File: src/rtl/bsg_async_credit_counter_spend_pkg.sv
// Shared helpers for the read-domain credit spend counter.
package bsg_async_credit_counter_spend_pkg;

  // Width of a counter holding 0..n-1, never less than one bit.
  function automatic int safe_clog2(input int n);
    return (n <= 1) ? 1 : $clog2(n);
  endfunction

endpackage

File: src/rtl/bsg_gray_to_binary.sv
// Combinational gray-to-binary converter: each binary bit is the XOR of all gray bits at or above it.
module bsg_gray_to_binary #(
  parameter int width_p = 4
) (
  input  logic [width_p-1:0] gray_i,
  output logic [width_p-1:0] binary_o
);

  for (genvar i = 0; i < width_p; i++) begin : g_bit
    assign binary_o[i] = ^gray_i[width_p-1:i];
  end

endmodule

File: src/rtl/bsg_async_credit_counter_spend.sv
// Read-domain credit counter: converts the synchronized gray return pointer, tracks spends,
// and keeps a registered available-credit count plus a sticky protocol error flag.
module bsg_async_credit_counter_spend
  import bsg_async_credit_counter_spend_pkg::*;
#(
  parameter  int lg_size_p       = 4,
  parameter  int start_credits_p = 8,
  localparam int credit_width_lp = safe_clog2(start_credits_p + 1)
) (
  input  logic                       clk_i,
  input  logic                       reset_i,
  input  logic [lg_size_p-1:0]       w_ptr_gray_rsync_i,
  input  logic                       v_i,
  output logic                       ready_o,
  output logic [credit_width_lp-1:0] credits_o,
  output logic [lg_size_p-1:0]       spent_ptr_o,
  output logic                       error_o
);

  localparam logic [lg_size_p-1:0] start_lp = lg_size_p'(start_credits_p);

  logic [lg_size_p-1:0] gray_r, ret_bin_r, ret_bin_n, spent_r, spent_n;
  logic [lg_size_p-1:0] avail_r, avail_n, ret_delta, out_n, gray_diff;
  logic [lg_size_p-1:0] spend_inc;
  logic                 ready_r, error_r, spend, gray_skip, overflow;

  // Kept apart from the synchronizer flops so the conversion path starts at a clean register.
  bsg_gray_to_binary #(.width_p(lg_size_p)) gray_to_bin (
    .gray_i   (gray_r),
    .binary_o (ret_bin_n)
  );

  assign spend     = v_i & ready_r;
  assign spend_inc = lg_size_p'(spend);
  assign spent_n   = spent_r + spend_inc;

  // avail tracks start - (spent - returned) incrementally, so every step stays mod 2**lg_size_p.
  assign ret_delta = ret_bin_n - ret_bin_r;
  assign avail_n   = avail_r + ret_delta - spend_inc;
  assign out_n     = start_lp - avail_n;

  // More than one bit set in the sample-to-sample XOR means the gray pointer skipped.
  assign gray_diff = w_ptr_gray_rsync_i ^ gray_r;
  assign gray_skip = (gray_diff & (gray_diff - 1'b1)) != '0;
  assign overflow  = out_n > start_lp;

  always_ff @(posedge clk_i or posedge reset_i) begin
    if (reset_i) begin
      gray_r    <= '0;
      ret_bin_r <= '0;
      spent_r   <= '0;
      avail_r   <= start_lp;
      ready_r   <= 1'b1;
      error_r   <= 1'b0;
    end else begin
      // NOTE: non-blocking assignments keep every flop sampling pre-edge values, so the
      // gray_r -> ret_bin_r pipeline really is two stages regardless of statement order.
      gray_r    <= w_ptr_gray_rsync_i;
      ret_bin_r <= ret_bin_n;
      spent_r   <= spent_n;
      avail_r   <= avail_n;
      ready_r   <= avail_n != '0;
      error_r   <= error_r | gray_skip | overflow;
    end
  end

  assign ready_o     = ready_r;
  assign credits_o   = avail_r[credit_width_lp-1:0];
  assign spent_ptr_o = spent_r;
  assign error_o     = error_r;

endmodule

File: config.mk
export PLATFORM = sky130hd
export DESIGN_NAME = bsg_async_credit_counter_spend
export DESIGN_NICKNAME = d
export VERILOG_FILES = /design/src/rtl/bsg_async_credit_counter_spend_pkg.sv /design/src/rtl/bsg_gray_to_binary.sv /design/src/rtl/bsg_async_credit_counter_spend.sv
export SDC_FILE = /design/constraint.sdc
export NUM_CORES = 1
export LEC_CHECK = 0
export ABC_AREA = 1
export BUFFER_PORTS_ARGS = -buffer_cell sky130_fd_sc_hd__buf_2
export CAP_MARGIN = 5
export CORE_ASPECT_RATIO = 1.2
export CORE_MARGIN = 5
export CORE_UTILIZATION = 25
export CTS_BUF_LIST = sky130_fd_sc_hd__clkbuf_8
export DETAILED_ROUTE_END_ITERATION = 8
export PLACE_DENSITY_LB_ADDON = 0.25
export SYNTH_ARGS = -nofsm -noshare
export SYNTH_HDL_FRONTEND = slang
export SYNTH_SLANG_ARGS = --single-unit
File: constraint.sdc
create_clock -name clk_i -period 5.85 [get_ports clk_i]
set_clock_uncertainty 0.15 [all_clocks]
set_input_delay 0.585 -clock clk_i [delete_from_list [all_inputs] [get_ports clk_i]]
set_output_delay 0.585 -clock clk_i [all_outputs]
set_load 0.01 [all_outputs]
# --- After elaboration in Yosys (flattened, before gate mapping) ---
# Cells that the tools add are included.
totals:
  inputBits: 7
  romBits: 0
  memories: 0
  mem_bits_rw: 0
  regBits: 18
  out_inout_bits: 10
  latchBits: 0
classes:
  mul: 0
  shifts: 0
  addsub: 6
  reduce_logical: 5
  div: 0
  eq_ne: 0
  bitwise: 5
  n_mux: 0
  n_lt_le_gt_ge: 1
ops:
  columns: ["cell", "count"]
  rows:
  - ["4-bit nonzero test", 2]
  - ["4-bit by 1-bit adder with 4-bit output", 1]
  - ["4-bit adder", 1]
  - ["4-bit AND", 1]
  - ["4-bit > comparator (second input constant)", 1]
  - ["4-bit XOR reduction", 1]
  - ["4-bit by 1-bit subtractor with 4-bit output", 1]
  - ["4-bit by 1-bit subtractor with 4-bit output (second input constant)", 1]
  - ["4-bit subtractor", 1]
  - ["4-bit subtractor (first input constant)", 1]
  - ["4-bit XOR", 1]
  - ["3-bit XOR reduction", 1]
  - ["1-bit bitwise OR", 2]
  - ["2-bit XOR reduction", 1]
  - ["1-bit AND", 1]

# --- Logic depth before layout (Yosys ltp) ---
# Gate-level depths: netlist (run 1).
logic_depth:
  depth_word: 7
  mapped_depth: 15

# --- Hierarchy ---
# A second synthesis (run 1) with hierarchy kept.
unflattened:
  cells_unflattened: 115
  hier_area_um2: 1039.7
by_module_without_submodules:
  columns: ["module", "n_inst", "cells_per_inst", "area_each_um2", "seq_area_each_um2"]
  rows:
  - ["bsg_async_credit_counter_spend", 1, 94, 949.7, 452.9]
  - ["bsg_gray_to_binary", 1, 21, 90.1, 0.0]

# --- Worst setup path after synthesis (run 1) ---
# No wires, ideal clock.
synth_timing:
  kind: "input-to-reg"
  from: "in v_i"
  to: "reg error_r (netlist: error_o)"
  t_required_ns: 5.583
  setup_ns: 0.117
  arrival_ns: 2.586
  path_stages: 13
  setup_slack_ns: 2.996
  path_cell_list: "nand2_1 -> fa_1 -> inv_1 -> fa_1 -> inv_1 -> ha_1 -> inv_1 -> fa_1 -> inv_1 -> nor2_1 -> nand2_1 -> nand3_1 -> nand2_1"
synth_via:
  elab_chain_len: 5
synth_lines:
  columns: ["element", "line_no", "text"]
  rows:
  - ["start: declaration", "bsg_async_credit_counter_spend.sv:13", "input logic v_i,"]
  - ["1-bit AND", "bsg_async_credit_counter_spend.sv:33", "assign spend = v_i & ready_r;"]
  - ["4-bit by 1-bit subtractor with 4-bit output", "bsg_async_credit_counter_spend.sv:39", "assign avail_n = avail_r + ret_delta - spend_inc;"]
  - ["named net avail_n[1]", "bsg_async_credit_counter_spend.sv:23", "logic [lg_size_p-1:0] avail_r, avail_n, ret_delta, out_n, gray_diff;"]
  - ["4-bit subtractor", "bsg_async_credit_counter_spend.sv:40", "assign out_n = start_lp - avail_n;"]
  - ["4-bit > comparator", "bsg_async_credit_counter_spend.sv:45", "assign overflow = out_n > start_lp;"]
  - ["1-bit bitwise OR", "bsg_async_credit_counter_spend.sv:63", "error_r <= error_r | gray_skip | overflow;"]
  - ["end signal: assignment", "bsg_async_credit_counter_spend.sv:63", null]
  - ["end: declaration", "bsg_async_credit_counter_spend.sv:25", "logic ready_r, error_r, spend, gray_skip, overflow;"]
# The timed path passes the listed nets, and every way through them passes these cells.

# --- Worst setup path after layout (run 1) ---
layout_timing:
  from: "reg ready_r (netlist: ready_o)"
  to: "reg error_r (netlist: error_o)"
layout_via:
  elab_chain_len: 5
layout_lines:
  columns: ["element", "line_no", "text"]
  rows:
  - ["start: declaration", "bsg_async_credit_counter_spend.sv:25", null]
  - ["start signal: assignment", "bsg_async_credit_counter_spend.sv:53", "ready_r <= 1'b1;"]
  - ["start signal: assignment", "bsg_async_credit_counter_spend.sv:62", "ready_r <= avail_n != '0;"]
  - ["1-bit AND", "bsg_async_credit_counter_spend.sv:33", null]
  - ["4-bit by 1-bit subtractor with 4-bit output", "bsg_async_credit_counter_spend.sv:39", null]
  - ["named net avail_n[1]", "bsg_async_credit_counter_spend.sv:23", null]
  - ["4-bit subtractor", "bsg_async_credit_counter_spend.sv:40", null]
  - ["4-bit > comparator", "bsg_async_credit_counter_spend.sv:45", null]
  - ["1-bit bitwise OR", "bsg_async_credit_counter_spend.sv:63", null]
# The timed path passes the listed nets, and every way through them passes these cells.

==> impl_results.md, run 1 <==
* Status: finished, final reports clean
* Antenna-violating nets left at 0
* DP HPWL at 1500 microns
* GRT Overall Usage at 0.0774
* Hold_buf cts at 0
* H-tree Lvls at 1
* Final setup violation count at 0
* Area grow syn2layout at 17.0%
* Routed wire per std cell at 9.81 microns
* Critical path type: reg -> reg
* Setup Buffers After CTS at 0
* Worst r2r src: ready_o
* Post-Syn Nets at 129
* Synth Flop Type: dfrtp_1
* Clk pin slew, worst setup/hold paths at 70 ps
* Final hold vios at 0
* Fin crit period at 2950 ps
* YS warnings at 0
* Synth top area share at 0.384
* Layout cell share with drive strength beyond 1 at 0.194
* R2R depth at 13
* Ys async rst share at 1.00
* Starting DRT DRC Count at 16
* Core area at 4000 sq um
* Antenna Diode Count at 0
* Vias at 714
* Netlist cell types at 19
* Element type at the critical path end: register
* Fmax at 339 MHz
* Max Root-Sink Buffers at 2
* Die Wd at 68.9 microns
* # rows at 25
* Critical Path RT at 5850 ps
* Period utilization at 0.505
* Maximum vdd drop at 207 uV
* Synth cell count leaders: nand2_1 (27), inv_1 (24), dfrtp_1 (16)
* Crit start category: register
* Routed wire length at 1800 microns
* Top cells by area, synth: dfrtp_1 (38%), nand2_1 (9.7%), inv_1 (8.6%)
* FF+latch count, synth at 18
* Routed vias/inst at 3.90
* Count of nets after finishing at 149
* Die ar. at 5570 sq um
* Final count of pins violating max slew at 0
* DR DRC count at 0
* Critical Path Source: ready_o
* Clock net sink count at 18
* Die Ht at 80.7 microns
* CP max FO at 2
* Root buf cell: clkbuf_8
* Setup TNS Final at 0 ps
* Max-cap viol count at 0
* Tightest Pin Transition at 707 ps
* Data arrival, critical path at 2950 ps
* DR pass1 iterations at 4
* Initial antenna violation count at 0
* IO Pins at 17
* Post-Syn Instances at 111
* Port-buffer cells at 16
* Post-synth EDFFs at 0
* Vias in the first global route at 710
* Post-Place Cell Area at 1180 sq um
* CTS buffer count at 3
* CTS tree: built
* Initial core utilization at 0.260
* Final instance area at 1220 sq um
* GRT overflow at 0
* RePlAce Congestion at 0.817
* Worst Hold Class: in -> async
* First-pass GRT wire length at 3100 microns
* Pin count of the biggest net entering global routing at 19
* Synth area leader: dfrtp_1
* Rel. slew slack at 0.528
* Post-synthesis cell area at 1040 sq um
* Sequential area share after synthesis at 0.435
* Clock Latency Late Sink at 260 ps
* Post_cts resized at 0
* LEAKAGE at 0.643 nW
* Top-count cell post-synth: nand2_1
* Unrepaired setup endpoints after global routing: no
* Synthesized area per cell at 9.39 sq um
* Power Density at 545 nW/um^2
* Filler cell count at 441
==> cells by family (layout without fill, tap and decap cells) <==
| kind of cell | Yosys count | after routing | share of synthesized area |
|---|---|---|---|
| adders and majority gates | 11 | 11 | 0.161 |
| buffers and inverters | 26 | 44 | 0.101 |
| and+or+nand+nor | 42 | 42 | 0.168 |
| DFF | 18 | 18 | 0.435 |
| AOI/OAI and AO/OA | 2 | 2 | 0.00959 |
| xor gates and xnor gates | 12 | 12 | 0.126 |
==> report_power, final <==
part           switching [mW]  internal [mW]  leakage (nW)
Clock                  0.0417         0.0458        0.0216
Sequential             0.0264          0.169         0.205
Combinational           0.222          0.160         0.416
Total                   0.290          0.375         0.643
==> through the flow <==
step                cells  setup slack, ps  hold WS (ps)   util  power [mW]
CTS                   183             2850           300  0.305       0.685
global placement      180             2750           308  0.294       0.582
finish                183             2900           280  0.305       0.665
detailed placement    180             2720           315  0.294       0.594
global route          183             2710           294  0.305       0.754
floorplan             111             3000           224      -       0.485
==> layout by cell type, fill, tap and decap left out, drive strengths merged <==
cell type  netlist  final
dfrtp           16     16
inv             25     25
nand3            7      7
xnor2            8      8
nor2             6      6
ha               7      7
fa               4      4
xor2             4      4
o21ai            1      1
clkbuf           0      3
a21oi            1      1
nand4            1      1
nand3b           1      1
buf              1     16
dfstp            2      2
nand2           27     27
==> final timing paths <==
| path | endpoint | slack (ps) |
|---|---|---|
| max in group asynchronous | spent_ptr_o[0] | 4820 |
| min in group clk_i | gray_r[2] | 300 |
| worst max register to register | error_o | 2900 |
| worst min register to register | spent_ptr_o[3] | 320 |
| worst max-delay path | error_o | 2900 |
| worst min-delay path | gray_r[0] | 280 |
==> state kept, by name, summed over array words and instances, names as in the netlist <==
register	count
error_o	1
spent_ptr_o	4
ret_bin_r	4
credits_o	4
gray_r	4
ready_o	1
==> metal layers <==
| metal | wire length, microns | track usage | up-vias |
|---|---|---|---|
| met5 | 0 | 0 | - |
| met4 | 37 | 0.0292 | 0 |
| met3 | 124 | 0.0346 | 4 |
| met2 | 811 | 0.118 | 20 |
| met1 | 822 | 0.0950 | 327 |
| li1 | - | - | 363 |
==> layout make-up <==
class	count	area [sq um]	share of cell area
Tap cell	54	67.6	0.0554
Sequential cell	18	453	0.371
Timing Repair Buffer	16	80.1	0.0656
Inverter	25	93.8	0.0769
Multi-Input combinational cell	67	484	0.397
Clock buffer	3	41.3	0.0338
==> critical path: stages, from the launching register on <==
cell	delay [ps]
dfstp_2	530
nand2_1	70
fa_1	480
inv_1	50
fa_1	430
inv_1	70
ha_1	160
inv_1	60
fa_1	480
inv_1	50
nor2_1	90
nand2_1	70
nand3_1	110
nand2_1	60
No activity file was read; power rests on OpenSTA's default activity.
==> run 2, diff against run 1 <==
clock period = 3 ns   (was 5.85 ns; I/O delays follow)
==> run 2 against run 1 <==
Net effect:
- flip-flop and latch count unchanged
- setup slack worse by 2900 ps
- clock-buffer cell count unchanged
- cell area up 3.1%
- non-clock buffer count is 1 higher
- combinational power grew 150%
- fmax down 0.60%
- highest routed layer unchanged
- sequential share of layout area down 1.1 points
==> impl_results.md, run 2 (synthesis gave the netlist of run 1 again) <==
* Core area at 4000 sq um
* Rel. slew slack at 0.527
* First-pass GRT wire length at 3100 microns
* Area grow syn2layout at 20.6%
* Setup ws final at 29.5 ps
* Hold_buf cts at 0
* Critical Path RT at 2990 ps
* Area occupied by multi-input gates at 514 sq um
* Vias at 712
* Layout cell share with drive strength beyond 1 at 0.269
* Die Ht at 80.7 microns
* Setup TNS Final at 0 ps
* Data arrival, critical path at 2960 ps
* CTS tree: built
* DR pass1 iterations at 4
* Fin crit period at 2970 ps
* GRT overflow at 0
* LEAKAGE at 0.655 nW
* IO Pins at 17
* H-tree Lvls at 1
* # rows at 25
* Max Root-Sink Buffers at 2
* Comb pwr share at 0.632
* DR DRC count at 0
* Die ar. at 5570 sq um
* CP max FO at 2
* DP HPWL at 1510 microns
* Core Util, Final at 0.314
* P_sw at 0.660 mW
* Max-cap viol count at 0
* Routed wire per std cell at 9.99 microns
* Final setup violation count at 0
* Element type at the critical path end: register
* Starting DRT DRC Count at 15
* Power Density at 1180 nW/um^2
* Crit start category: register
* Final hold vios at 0
* Vias in the first global route at 735
* Pin count of the biggest net entering global routing at 19
* Fmax at 337 MHz
* Period utilization at 0.990
* Maximum vdd drop at 405 uV
* Clock power share at 0.111
* Root buf cell: clkbuf_8
* RePlAce Congestion at 0.769
* Tightest Pin Transition at 708 ps
* Clk pin slew, worst setup/hold paths at 70 ps
* Clock Latency Late Sink at 250 ps
* Most frequent cells in the layout: nand2_1 (25), inv_1 (22), dfrtp_1 (16), buf_2 (16)
* Antenna Diode Count at 0
* Unrepaired setup endpoints after global routing: yes
* Routed vias/inst at 3.87
* Antenna-violating nets left at 0
* Worst slack at placement at -14.8 ps
* Status: finished, final reports clean
* Initial core utilization at 0.260
* Sequential power share at 0.257
* CTS buffer count at 3
* Commonest non-fill, non-tap cell in the layout: nand2_1
* Power, Total at 1.48 mW
* Count of nets after finishing at 150
* Clock net sink count at 18
* Port-buffer cells at 16
* Initial antenna violation count at 0
* Internal power at 0.823 mW
* Worst Hold Class: in -> async
* GRT Overall Usage at 0.0746
* Critical path type: reg -> reg
* Final count of pins violating max slew at 0
* Routed wire length at 1840 microns
* Sw frac at 0.445
* Die Wd at 68.9 microns
* Filler cell count at 450
* Seq. cell area at 453 sq um
[run 2: cell count changes in the layout (fill, tap and decap cells not counted), moves of 2 or more]
cell	before	now
nand2_2	0	2
inv_1	24	22
inv_2	1	3
nand2_1	27	25
[run 2: path summary, 6_finish.rpt]
path / start / end / slack, ps / depth (start not counted)
setup / recovery: ready_o / error_o / 30 / 13
hold / removal: reset_i / gray_r[0] / 6 / 2
setup reg to reg: ready_o / error_o / 30 / 13
hold reg to reg: spent_ptr_o[3] / spent_ptr_o[3] / 330 / 1
max in group asynchronous: reset_i / spent_ptr_o[0] / 2250 / 2
min in group clk_i: w_ptr_gray_rsync_i[2] / gray_r[2] / 30 / 1
[run 2: layout make-up]
| cell class | instances | share of cell area |
|---|---|---|
| Tap cell | 54 | 0.0537 |
| Clock buffer | 3 | 0.0328 |
| Timing Repair Buffer | 17 | 0.0697 |
| Sequential cell | 18 | 0.360 |
| Inverter | 25 | 0.0746 |
| Multi-Input combinational cell | 67 | 0.409 |
[run 2: metal layers]
layer	GRT usage	vias to the layer above	routed length, microns
met1	0.0821	325	730
met5	0	-	0
met4	0.0175	0	9
met2	0.129	20	930
li1	-	365	-
met3	0.0346	2	168
[run 2: repair_timing]
item                       in CTS  in global routing
buffers inserted                0                  1
gates resized for setup         1                  9
setup endpoints to repair       1                  2
[run 2: critical path: stages, from the launching register on]
cell and delay [ps]:
dfstp_2 530, nand2_2 60, fa_1 480, inv_1 50, fa_1 440, inv_1 80
ha_2 180, inv_2 40, fa_2 520, inv_2 50, nor2_4 90, nand2_2 60
nand3_2 80, nand2_1 50
[run 2: power groups by stage]
stage	logic [mW]	clock network (mW)	registers, mW
floorplan	0.537	0	0.408
global placement	0.750	0	0.385
detailed placement	0.773	0	0.387
CTS	0.797	0.175	0.383
global route	1.08	0.182	0.392
finish	0.937	0.164	0.382
[run 2: metrics by stage]
stage               instances  hold WS [ps]  cell area, sq um
floorplan                 111          87.1              1040
global placement          180           281              1180
detailed placement        180           282              1180
CTS                       183          15.9              1220
global route              184          13.4              1260
finish                    184          5.56              1260
==> run 3, diff against run 2 <==
CELL_PAD_IN_SITES_DETAIL_PLACEMENT = 1   (was unset)
CELL_PAD_IN_SITES_GLOBAL_PLACEMENT = 1   (was unset)
==> run 3 against run 2 <==
Net effect:
- largest power group unchanged
- flip-flop and latch count is the same
- the run now ends with negative hold slack left
- sequential share of layout area shrank 0.60 points
- cell area is 1.7% higher
- critical endpoint is now ready_o
- first-iteration DRC count up 67%
- global-route usage increased by 1.0 points
- worst hold slack worse by 7.3 ps
- routed wire length rose by 13%
==> impl_results.md, run 3 (synthesis gave the netlist of run 1 again) <==
* Vias at 750
* Final hold vios at 16
* Comb pwr share at 0.615
* Clk pin slew, worst setup/hold paths at 70 ps
* IO Pins at 17
* GRT overflow at 0
* Vias in the first global route at 824
* Core area at 4000 sq um
* Pin count of the biggest net entering global routing at 19
* Most frequent cells in the layout: nand2_1 (25), inv_1 (22), dfrtp_1 (16), buf_2 (16)
* LEAKAGE at 0.671 nW
* Crit path max-delay cell type: dfstp_2
* Die Wd at 68.9 microns
* Clock net sink count at 18
* Root buf cell: clkbuf_8
* Initial antenna violation count at 0
* Fin crit period at 2980 ps
* Port-buffer cells at 16
* Layout cell share with drive strength beyond 1 at 0.278
* CP cell instances: nand2_2, fa_1, inv_1, fa_1, inv_1, ha_2, inv_2, fa_2, inv_2, nor2_1, nand2_1, nand3b_1
* Die Ht at 80.7 microns
* Count of nets after finishing at 152
* CP Buf/Inv Count at 4
* Starting DRT DRC Count at 25
* Critical Path RT at 3030 ps
* Crit-path max cell delay at 540 ps
* Period utilization at 0.992
* Final setup violation count at 0
* H-tree Lvls at 1
* Internal power at 0.868 mW
* Max Root-Sink Buffers at 2
* Commonest non-fill, non-tap cell in the layout: nand2_1
* P_sw at 0.653 mW
* Element type at the critical path end: register
* GRT Overall Usage at 0.0849
* Antenna-violating nets left at 0
* Maximum vdd drop at 301 uV
* Area grow syn2layout at 22.7%
* Seq. cell area at 453 sq um
* Rel. slew slack at 0.528
* RePlAce Congestion at 0.757
* WHS at -1.76 ps
* Fmax at 336 MHz
* Critical path type: reg -> reg
* Die ar. at 5570 sq um
* CTS tree: built
* Routed wire per std cell at 11.2 microns
* DR DRC count at 0
* Final count of pins violating max slew at 0
* Routed wire length at 2090 microns
* Power, Total at 1.52 mW
* Clock Latency Late Sink at 250 ps
* Sw frac at 0.429
* Failing checks: negative hold slack
* Routed vias/inst at 4.01
* Data arrival, critical path at 3010 ps
* Area occupied by multi-input gates at 507 sq um
* CP max FO at 2
* First-pass GRT wire length at 3570 microns
* Unrepaired setup endpoints after global routing: yes
* Power Density at 1190 nW/um^2
* # rows at 25
* CP delay by family, top: adder cells
* DP HPWL at 1700 microns
* Antenna Diode Count at 0
* CTS buffer count at 3
* Status: finished, violations left
* Sequential power share at 0.251
* Worst Hold Class: in -> async
* Tightest Pin Transition at 707 ps
* Initial core utilization at 0.260
* Clock power share at 0.134
* Filler cell count at 503
* Crit start category: register
* DR pass1 iterations at 4
* Max-cap viol count at 0
==> run 3: changes by cell type in the layout (fill, tap and decap cells not counted), sizes merged <==
cell / before / now
buf: 17 / 19
clkbuf: 3 / 4
==> run 3: area by class of cell <==
class                   instances  area share
clock buffers                   4      0.0431
repair buffers                 19      0.0802
flip-flops and latches         18       0.354
inverters                      25      0.0734
multi-input cells              67       0.396
well taps                      54      0.0528
==> run 3: power groups by stage <==
stage / registers [mW] / clock network, mW / logic [mW]
after floorplan: 0.408 / 0 / 0.537
after global placement: 0.380 / 0 / 0.776
after detailed placement: 0.388 / 0 / 0.799
after CTS: 0.383 / 0.216 / 0.845
after global routing: 0.394 / 0.227 / 1.07
final: 0.381 / 0.204 / 0.936
==> run 3: final timing paths <==
kind / from / endpoint / slack, ps / cells past startpoint
setup reg to reg: ready_o / ready_o / 20 / 12
setup / recovery: ready_o / ready_o / 20 / 12
hold reg to reg: spent_ptr_o[3] / spent_ptr_o[3] / 330 / 1
min in group clk_i: w_ptr_gray_rsync_i[2] / gray_r[2] / 20 / 1
max in group asynchronous: reset_i / spent_ptr_o[0] / 2260 / 2
hold / removal: reset_i / gray_r[1] / -2 / 2
==> run 3: repair_timing <==
item / CTS / global route
setup endpoints to repair: 1 / 2
setup buffers: 1 / 2
resized for setup: 2 / 6
pin swaps: 1 / 2
hold buffers: 0 / 0
==> run 3: stage by stage <==
stage	instance area (sq um)	instances	worst slack (ps)	util	TNS, ps
finish	1280	187	22.9	0.319	0
global route	1280	187	-97.5	0.319	-183
CTS	1250	185	9.47	0.312	0
detailed placement	1180	180	-8.54	0.294	-8.54
global placement	1180	180	52.8	0.294	0
floorplan	1040	111	183	-	0
==> run 3: per-layer routing <==
layer | part of all wire | GRT usage | vias to the layer above
met5 | 0 | 0 | -
met4 | 0.0024 | 0.0175 | 0
met3 | 0.043 | 0.0207 | 2
met2 | 0.53 | 0.146 | 13
met1 | 0.43 | 0.106 | 361
li1 | - | - | 374
